**config.mk**
```make
export PLATFORM = sky130hd
export DESIGN_NAME = calc_core_param
export DESIGN_NICKNAME = d
export VERILOG_FILES = /design/src/rtl/calc_pkg.sv /design/src/rtl/btn_debounce.sv /design/src/rtl/calc_core_param.sv
export SDC_FILE = /design/constraint.sdc
export NUM_CORES = 1
export LEC_CHECK = 0
export ABC_AREA = 1
export CORE_MARGIN = 2
export CORE_UTILIZATION = 55
export CTS_CLUSTER_SIZE = 40
export DETAILED_ROUTE_END_ITERATION = 12
export PLACE_DENSITY = 0.8
export SLEW_MARGIN = 40
export SYNTH_ARGS = -nofsm -noshare
export SYNTH_HDL_FRONTEND = slang
export SYNTH_SLANG_ARGS = --single-unit
```
**constraint.sdc**
```tcl
create_clock -name clk -period 4.61 [get_ports clk]
set_input_delay 1.383 -clock clk [delete_from_list [all_inputs] [get_ports clk]]
set_output_delay 1.383 -clock clk [all_outputs]
set_load 0.05 [all_outputs]
```
**src/rtl/calc_pkg.sv**
```systemverilog
// Shared types and helpers for the calculator core: opcode/state encodings and
// the active-low seven-segment decoder.
package calc_pkg;

    typedef enum logic [2:0] {
        OP_ADD = 3'd0,
        OP_SUB = 3'd1,
        OP_MUL = 3'd2,
        OP_AND = 3'd3,
        OP_OR  = 3'd4,
        OP_XOR = 3'd5
    } opcode_t;

    typedef enum logic [1:0] {
        S_A   = 2'd0,
        S_B   = 2'd1,
        S_OP  = 2'd2,
        S_RES = 2'd3
    } state_t;

    localparam int OPC_COUNT = 6;

    // Segment order gfedcba, a lit segment is 0.
    function automatic logic [6:0] hex7seg(input logic [3:0] nibble);
        logic [6:0] seg;
        case (nibble)
            4'h0: seg = 7'h40;
            4'h1: seg = 7'h79;
            4'h2: seg = 7'h24;
            4'h3: seg = 7'h30;
            4'h4: seg = 7'h19;
            4'h5: seg = 7'h12;
            4'h6: seg = 7'h02;
            4'h7: seg = 7'h78;
            4'h8: seg = 7'h00;
            4'h9: seg = 7'h10;
            4'hA: seg = 7'h08;
            4'hB: seg = 7'h03;
            4'hC: seg = 7'h46;
            4'hD: seg = 7'h21;
            4'hE: seg = 7'h06;
            default: seg = 7'h0E;
        endcase
        return seg;
    endfunction

endpackage

```
**src/rtl/btn_debounce.sv**
```systemverilog
// One button channel: 2-FF synchroniser, stability down-counter and a single
// registered pulse on each accepted press.
module btn_debounce #(
    parameter int DEBOUNCE_CYC = 100000
) (
    input  logic clk,
    input  logic rst,
    input  logic raw,
    output logic pulse
);

    localparam int CW = (DEBOUNCE_CYC > 1) ? $clog2(DEBOUNCE_CYC) : 1;
    localparam logic [CW-1:0] CNT_LOAD = CW'(DEBOUNCE_CYC - 1);

    logic          r_sync1;
    logic          r_sync2;
    logic          r_db;
    logic          r_db_q;
    logic          r_pulse;
    logic [CW-1:0] r_cnt;

    // The level flips on the DEBOUNCE_CYC-th consecutive differing sample.
    always_ff @(posedge clk or posedge rst) begin
        if (rst) begin
            r_sync1 <= 1'b0;
            r_sync2 <= 1'b0;
            r_db    <= 1'b0;
            r_db_q  <= 1'b0;
            r_pulse <= 1'b0;
            r_cnt   <= CNT_LOAD;
        end else begin
            r_sync1 <= raw;
            r_sync2 <= r_sync1;
            r_db_q  <= r_db;
            r_pulse <= r_db & ~r_db_q;
            if (r_sync2 == r_db) begin
                r_cnt <= CNT_LOAD;
            end else if (r_cnt == '0) begin
                r_db  <= r_sync2;
                r_cnt <= CNT_LOAD;
            end else begin
                r_cnt <= r_cnt - 1'b1;
            end
        end
    end

    assign pulse = r_pulse;

endmodule

```
**src/rtl/calc_core_param.sv**
```systemverilog
// Calculator core: debounced buttons drive an operand/opcode entry FSM, a six-op
// ALU with chaining and flags, and a multiplexed hex display.
//
//   state | meaning
//   S_A   | waiting for operand A (enter latches sw)
//   S_B   | waiting for operand B (enter latches sw)
//   S_OP  | op button steps opcode, enter computes the result
//   S_RES | result shown; enter restarts, op button chains result into A
module calc_core_param
    import calc_pkg::*;
#(
    parameter int W            = 4,
    parameter int NUM_DIGITS   = 4,
    parameter int DEBOUNCE_CYC = 100000,
    parameter int REFRESH_DIV  = 50000
) (
    input  logic                  clk,
    input  logic                  rst,
    input  logic [W-1:0]          sw,
    input  logic [2:0]            btn,
    output logic [2*W-1:0]        led,
    output logic [1:0]            flags,
    output logic [1:0]            state,
    output logic [NUM_DIGITS-1:0] an,
    output logic [6:0]            segment
);

    localparam int LW = 2 * W;
    localparam int DW = 4 * NUM_DIGITS;
    localparam int IW = (NUM_DIGITS > 1) ? $clog2(NUM_DIGITS) : 1;
    localparam int RW = (REFRESH_DIV > 1) ? $clog2(REFRESH_DIV) : 1;
    localparam logic [IW-1:0] IDX_LAST = IW'(NUM_DIGITS - 1);
    localparam logic [RW-1:0] REF_LOAD = RW'(REFRESH_DIV - 1);

    logic [2:0] w_p;

    generate
        for (genvar gi = 0; gi < 3; gi++) begin : g_btn
            btn_debounce #(
                .DEBOUNCE_CYC(DEBOUNCE_CYC)
            ) u_db (
                .clk  (clk),
                .rst  (rst),
                .raw  (btn[gi]),
                .pulse(w_p[gi])
            );
        end
    endgenerate

    state_t        r_state,   w_state_nx;
    logic [W-1:0]  r_a,       w_a_nx;
    logic [W-1:0]  r_b,       w_b_nx;
    opcode_t       r_opc,     w_opc_nx;
    logic [LW-1:0] r_led,     w_led_nx;
    logic [1:0]    r_flags,   w_flags_nx;

    logic [W:0]    w_sum;
    logic [LW-1:0] w_alu;
    logic [1:0]    w_alu_flags;
    opcode_t       w_opc_inc;

    assign w_sum = {1'b0, r_a} + {1'b0, r_b};

    // Flags are {neg, carry}; ops that do not define a flag leave it at 0.
    always_comb begin
        w_alu       = '0;
        w_alu_flags = '0;
        case (r_opc)
            OP_ADD: begin
                w_alu       = LW'(w_sum);
                w_alu_flags = {1'b0, w_sum[W]};
            end
            OP_SUB: begin
                w_alu       = {{W{1'b0}}, r_a} - {{W{1'b0}}, r_b};
                w_alu_flags = {(r_a < r_b), 1'b0};
            end
            OP_MUL: w_alu = {{W{1'b0}}, r_a} * {{W{1'b0}}, r_b};
            OP_AND: w_alu = {{W{1'b0}}, r_a & r_b};
            OP_OR:  w_alu = {{W{1'b0}}, r_a | r_b};
            OP_XOR: w_alu = {{W{1'b0}}, r_a ^ r_b};
            default: begin
                w_alu       = '0;
                w_alu_flags = '0;
            end
        endcase
    end

    assign w_opc_inc = (int'(r_opc) == OPC_COUNT - 1) ? OP_ADD : opcode_t'(r_opc + 3'd1);

    // Clear outranks enter, and enter outranks the op/chain button.
    always_comb begin
        w_state_nx = r_state;
        w_a_nx     = r_a;
        w_b_nx     = r_b;
        w_opc_nx   = r_opc;
        w_led_nx   = r_led;
        w_flags_nx = r_flags;
        if (w_p[2]) begin
            w_state_nx = S_A;
            w_a_nx     = '0;
            w_b_nx     = '0;
            w_opc_nx   = OP_ADD;
            w_led_nx   = '0;
            w_flags_nx = '0;
        end else begin
            case (r_state)
                S_A: begin
                    if (w_p[0]) begin
                        w_a_nx     = sw;
                        w_state_nx = S_B;
                    end
                end
                S_B: begin
                    if (w_p[0]) begin
                        w_b_nx     = sw;
                        w_state_nx = S_OP;
                    end
                end
                S_OP: begin
                    if (w_p[0]) begin
                        w_led_nx   = w_alu;
                        w_flags_nx = w_alu_flags;
                        w_state_nx = S_RES;
                    end else if (w_p[1]) begin
                        w_opc_nx = w_opc_inc;
                    end
                end
                S_RES: begin
                    if (w_p[0]) begin
                        w_state_nx = S_A;
                    end else if (w_p[1]) begin
                        w_a_nx     = r_led[W-1:0];
                        w_state_nx = S_B;
                    end
                end
                default: w_state_nx = S_A;
            endcase
        end
    end

    always_ff @(posedge clk or posedge rst) begin
        if (rst) begin
            r_state <= S_A;
            r_a     <= '0;
            r_b     <= '0;
            r_opc   <= OP_ADD;
            r_led   <= '0;
            r_flags <= '0;
        end else begin
            r_state <= w_state_nx;
            r_a     <= w_a_nx;
            r_b     <= w_b_nx;
            r_opc   <= w_opc_nx;
            r_led   <= w_led_nx;
            r_flags <= w_flags_nx;
        end
    end

    logic [DW-1:0]         w_disp;
    logic [3:0]            w_nib;
    logic [RW-1:0]         r_ref_cnt;
    logic [IW-1:0]         r_idx;
    logic [NUM_DIGITS-1:0] r_an;
    logic [6:0]            r_seg;

    always_comb begin
        w_disp = '0;
        case (r_state)
            S_A, S_B: w_disp = DW'(sw);
            S_OP:     w_disp = DW'(r_opc);
            S_RES:    w_disp = DW'(r_led);
            default:  w_disp = '0;
        endcase
    end

    assign w_nib = w_disp[{r_idx, 2'b00} +: 4];

    // Digits stay dark until the first terminal count, then advance one per period.
    always_ff @(posedge clk or posedge rst) begin
        if (rst) begin
            r_ref_cnt <= REF_LOAD;
            r_idx     <= '0;
            r_an      <= '1;
            r_seg     <= 7'h7F;
        end else if (r_ref_cnt == '0) begin
            r_ref_cnt <= REF_LOAD;
            r_an      <= ~(NUM_DIGITS'(1) << r_idx);
            r_seg     <= hex7seg(w_nib);
            r_idx     <= (r_idx == IDX_LAST) ? '0 : r_idx + 1'b1;
        end else begin
            r_ref_cnt <= r_ref_cnt - 1'b1;
        end
    end

    assign led     = r_led;
    assign flags   = r_flags;
    assign state   = r_state;
    assign an      = r_an;
    assign segment = r_seg;

endmodule
```
# ---- Yosys cells after proc, flatten, opt, wreduce, memory -nomap -nowiden
# Memory sizes are Yosys's and may differ from the RTL's. A register that Yosys moved wholly into a read port is not among the register bits.
# Cells that the tools add are included.
dict set report op_classes {
  n_addsub 8
  n_lt_le_gt_ge 1
  n_eq_ne 20
  mul 1
  n_mux 36
  n_bitwise 13
  n_div 0
  n_reduce_logical 20
  shifts 2
}
# operator count
set ops {}
lappend ops {{17-bit 2-to-1 mux} 6}
lappend ops {{17-bit zero test} 3}
lappend ops {{17-bit by 1-bit subtractor with 17-bit output, second input constant} 3}
lappend ops {{16-bit one-hot mux with 3 select lines} 1}
lappend ops {{8-bit one-hot mux with 6 select lines} 1}
lappend ops {{4-bit 2-to-1 mux} 6}
lappend ops {{8-bit 2-to-1 mux} 3}
lappend ops {{2-bit 2-to-1 mux} 10}
lappend ops {{16-bit zero test} 1}
lappend ops {{16-bit 2-to-1 mux} 1}
lappend ops {{16-bit by 5-bit variable part select with 4-bit output} 1}
lappend ops {{16-bit by 1-bit subtractor with 16-bit output, second input constant} 1}
lappend ops {{3-bit 2-to-1 mux} 5}
lappend ops {{3-bit by 1-bit != test with 1-bit output, second input constant} 4}
lappend ops {{2-bit AND reduction} 5}
lappend ops {{3-bit == test, second input constant} 3}
lappend ops {{4-bit by 4-bit multiplier with 8-bit output} 1}
lappend ops {{2-bit one-hot mux with 4 select lines} 1}
lappend ops {{4-bit one-hot mux with 2 select lines} 1}
lappend ops {{4-bit AND reduction} 2}
lappend ops {{2-bit nonzero test} 4}
lappend ops {{2-bit == test, second input constant} 3}
lappend ops {{3-bit by 2-bit == test with 1-bit output, second input constant} 2}
lappend ops {{1-bit NOT} 6}
lappend ops {{23 further kinds} 27}
dict set report word_totals {
  output_inout_bits 23
  in_bits 9
  register_bits 111
  elab_cells 129
  mem_bits_ro 112
  n_memories 1
  latch_bits 0
  mem_bits_rw 0
}
# name depth word_bits read_ports rd_ports_with_merged_regs write_ports line
set mem_list {}
lappend mem_list {{(no name shown)} 16 7 1 1 0 calc_pkg.sv:26} ;# case (nibble)

# ---- Depth between registers and ports, before layout
dict set report logic_depth {
  word_depth 6
  mapped_depth 17
}

# ---- Hierarchy
# Synthesis repeated with hierarchy kept, for this count alone.
dict set report unflattened {
  hier_cells 918
  area_unflattened_um2 7234.4
}
# mod instances seq_area_each_um2 area_each_um2 cells_per_inst
set by_module_without_submodules {}
lappend by_module_without_submodules {calc_core_param 1 1326.3 3883.7 514}
lappend by_module_without_submodules {{btn_debounce (g_btn[1].u_db ...)} 2 563.0 1117.3 135}
lappend by_module_without_submodules {{btn_debounce (g_btn[0].u_db)} 1 563.0 1116.1 134}

# ---- Worst setup path after synthesis
# Ideal clock, no wire load.
dict set report synth_timing {
  path_kind {register -> register}
  startpoint {register r_a[1]}
  endpoint {register r_led[6] (netlist: led[6])}
  synth_period_minus_slack_ps 2841
  t_required_ps 4544
  path_buffers 0
  path_stages_with_launch 15
  slack_ps 1769
  arrival_time_ps 2775
  path_cell_list {dfrtp_1 > nand2_1 > fa_1 > inv_1 > fa_1 > inv_1 > fa_1 > inv_1 > nand2_1 > nand2_1 > a21oi_1 > xor2_1 > o21ai_0 > nand2_1 > nand2_1}
}
dict set report synth_between {
  elab_chain_cells 5
  word_cells_on_any_way 6
  cone_classes {add/sub: 1; mul: 1; mux: 4}
}
# element line
set synth_lines {}
lappend synth_lines {{from (decl)} calc_core_param.sv:51} ;# logic [W-1:0] r_a, w_a_nx;
lappend synth_lines {{from (signal assigned)} calc_core_param.sv:151} ;# r_a <= w_a_nx;
lappend synth_lines {{4-bit by 4-bit multiplier with 8-bit output / 4-bit by 4-bit subtractor with 5-bit output (equally long branches)} {calc_core_param.sv:77, calc_core_param.sv:74}}
lappend synth_lines {{8-bit one-hot mux with 6 select lines (*)} calc_core_param.sv:68} ;# case (r_opc)
lappend synth_lines {{8-bit 2-to-1 mux (*)} calc_core_param.sv:120} ;# if (w_p[0]) begin
lappend synth_lines {{8-bit 2-to-1 mux (*)} calc_core_param.sv:106} ;# case (r_state)
lappend synth_lines {{8-bit 2-to-1 mux (*)} calc_core_param.sv:98} ;# if (w_p[2]) begin
lappend synth_lines {{to (signal assigned)} calc_core_param.sv:154} ;# r_led <= w_led_nx;
lappend synth_lines {{to (decl)} calc_core_param.sv:54} ;# logic [LW-1:0] r_led, w_led_nx;
# Mark *: on every way between the ends. The rest lies on a longest branch, timed or not. The select of a mux whose other input is x is not followed.
# A chain may end at the register's enable or synchronous reset.

# ---- Final worst setup path
dict set report layout_timing {
  startpoint {register r_an[2] (netlist: an[2])}
  endpoint {output port an[2]}
}
# element line
set layout_rtl {}
lappend layout_rtl {{from (decl)} calc_core_param.sv:163} ;# logic [NUM_DIGITS-1:0] r_an;
lappend layout_rtl {{from (signal assigned)} calc_core_param.sv:187} ;# r_an <= ~(NUM_DIGITS'(1) << r_idx);
lappend layout_rtl {{to (decl)} calc_core_param.sv:24} ;# output logic [NUM_DIGITS-1:0] an,
# No word-level cell between the ends.

==> out/results.txt <==
Status - finished, final reports clean
VDD IR max - 0.000279 V
Crit Path Max Fanout - 2
Setup repair bufs after CTS - 0
Syn_nets - 898
Max cap viols - 0
Ys async rst share - 100%
Synth top area cells - dfrtp_1 (25%), dfstp_2 (19%), nand2_1 (12%)
DRC - 0
DPL Wire Length - 9.97 mm
Combinational power share - 3.7%
CP delay by family, top - buffers and inverters
R2r worst-path depth - 14
Final setup viols - 0
Clock Latency Late Sink - 0.43 ns
Starting Density - 57.0%
Diode count - 0
Yosys Warn Count - 0
Antenna viol nets, final - 0
Dominant synthesized flop cell - dfrtp_1
CP Data Required Time - 3.23 ns
Seq pwr share - 42.2%
Final period utilization - 68.5%
GRT met2 Usage - 38.2%
RSZ-0062 raised after global routing - no
Routed vias/inst - 5.15
Synth top cells by count - nand2_1 (219), nor2_1 (107), inv_1 (101)
Worst hold slack - 0.354 ns
Final hold vios - 0
Register area share after synthesis - 43.5%
Synthesized flop and latch total - 118
Pre-CTS setup slack - 1.52 ns
GRT overflow - 0
Layout Utilization - 66.2%
PnR Total Power - 0.00254 W
Syn Std Cell Area - 6930 um^2
R2R Setup Slk - 1.52 ns
Hold buffers post-CTS - 0
Most frequent cell after synthesis - nand2_1
Max Transition Viols Final - 0
Die X - 116 um
Vias after detailed routing - 5493
Reg-to-reg startpoint - r_a[1]
Syn_area_per_cell - 8.25 um^2
Global routing's busiest layer - met2
CTS tree - done
Final Skew - 0.00951 ns
Crit path kind - flip-flop to primary output
M3 GR Usage - 5.55%
Yosys cell types - 50
WHS Path Cells - 0
Port buffer count - 31
Fraction of layout cells with a size suffix above 1 - 14.7%
Crit path cell chain - clkdlybuf4s50_1
H-tree depth - 4
CTS root buf - clkbuf_16
Worst setup margin - 1.45 ns
Sw frac - 22.7%
Fmax - 317 MHz
Synth top area share - 24.6%
Layout area overhead - 16.1%
Tmin final - 3.16 ns
Worst slew margin - 50.2%
Worst path bufs/invs - 1
Internal - 0.00196 W
Clock power share - 54.1%
Crit path DAT - 1.77 ns
Worst Tran Pin Value - 0.744 ns
Vias in the first global route - 5351
CP max stage delay - 0.80 ns
Largest net degree at the start of global routing - 73
WHS Endpoint - g_btn[0].u_db.r_sync2
Gr usage total - 23.2%
Drt wl/cell - 13.1 um
Core area - 12200 um^2
Post-synth EDFFs - 0
Clock Path Buffers - 2
NetSw - 0.000575 W
CP Launch Type - flip-flop
Final wirelength - 14.0 mm
Critical Path Sink Type - primary output
Die area - 13500 um^2
Worst-path clk slew - 0.06 ns
Clk sink count - 118
First-pass GRT wire length - 24.6 mm
Worst r2r dst - led[6]
TritonCTS Buffers - 17
HP Class - flip-flop to flip-flop
Initial antenna violation count - 0
DR iter-0 viols - 432
Leakage - 3.95 nW
Hold_sp - g_btn[0].u_db.r_sync1
Cell row count - 40
Top cell type by total area after synthesis - dfrtp_1
1st-pass router iterations - 5
GR Util met1 - 29.6%
Ports - 32
Mapped Cells - 840
CP max-delay cell - clkdlybuf4s50_1
Final setup TNS - 0 ns
Die span in y - 116 um
RePlAce Congestion - 0.916
Net count, final - 943
Power per cell area - 315 nW/um^2
Post-CTS sizing - 0
==> per-stage QoR <==
stage	instances	instance area [um^2]
3_5_place_dp	1034	7430
5_1_grt	1066	8050
4_1_cts	1066	8050
2_1_floorplan	840	6930
3_3_place_gp	1034	7430
6_report	1066	8050
==> layout by cell type, fill, tap and decap left out, types with 4 or more instances in the layout <==
cell / Yosys / final
o21ai_1: 4 / 4
o21ai_0: 33 / 33
dfstp_2: 50 / 50
or2_2: 5 / 5
clkdlybuf4s50_1: 0 / 31
fa_1: 6 / 6
inv_1: 101 / 100
a21oi_1: 14 / 14
nor2_2: 10 / 10
nand4_1: 8 / 8
nand2_1: 219 / 219
inv_6: 0 / 5
clkbuf_16: 0 / 17
ha_1: 43 / 43
nor2_1: 107 / 107
nor4_1: 4 / 4
o31ai_1: 4 / 4
nand2_2: 5 / 5
nand2_4: 4 / 4
o22ai_1: 5 / 5
nand3_1: 57 / 57
xor2_1: 26 / 26
dfrtp_1: 68 / 68
xnor2_1: 16 / 16
inv_2: 5 / 5
==> cells by family (layout without fill, tap and decap cells) <==
group	count (synthesis)	in the layout	share of synthesized area [%]
muxes	1	1	0.163
adders and majority gates	49	49	9.50
DFF	118	118	43.5
AOI/OAI and AO/OA	76	76	6.38
and+or+nand+nor	441	441	28.7
buffers and inverters	113	171	6.43
xor gates and xnor gates	42	42	5.31
==> flip-flops by register name, indices dropped and copies added (netlist names) <==
register and cells:
g_btn.u_db.r_cnt 51, r_ref_cnt 16, led 8, segment 7, an 4, r_a 4
r_b 4, g_btn.u_db.pulse 3, g_btn.u_db.r_db 3, g_btn.u_db.r_db_q 3, g_btn.u_db.r_sync1 3, g_btn.u_db.r_sync2 3
r_opc 3, flags 2, r_idx 2, state 2
==> power groups by stage <==
| stage | registers (W) | logic (W) | clock network, W |
|---|---|---|---|
| 2_1_floorplan | 0.00110 | 0.0000440 | 0 |
| 3_3_place_gp | 0.00109 | 0.0000955 | 0 |
| 3_5_place_dp | 0.00109 | 0.0000967 | 0 |
| 4_1_cts | 0.00107 | 0.0000975 | 0.00139 |
| 6_report | 0.00107 | 0.0000946 | 0.00137 |
| 5_1_grt | 0.00107 | 0.000106 | 0.00144 |
==> worst max-delay path by stage <==
stage / endpoint / slack (ns) / depth (start not counted) / from
2_1_floorplan: flags[0] / 0.18 / 1 / rst
3_3_place_gp: segment[3] / 1.53 / 12 / sw[1]
3_5_place_dp: led[6] / 1.52 / 14 / r_a[1]
4_1_cts: an[2] / 1.43 / 1 / an[2]
5_1_grt: led[6] / 1.23 / 14 / r_a[1]
6_report: an[2] / 1.45 / 1 / an[2]
==> per-layer routing <==
| layer | routed length, um | vias up |
|---|---|---|
| li1 | - | 2754 |
| met1 | 6440 | 2604 |
| met2 | 6690 | 111 |
| met3 | 572 | 24 |
| met4 | 269 | 0 |
| met5 | 0 | - |
==> cell type report <==
cell class	instances	area, um^2
sequential	118	3020
fill	1026	4120
inverter	107	409
timing repair buffer	32	330
tap	168	210
clock buffer	19	443
multi-input combinational	609	3470
clock inverter	13	170
No activity file was read; power rests on OpenSTA's default activity.
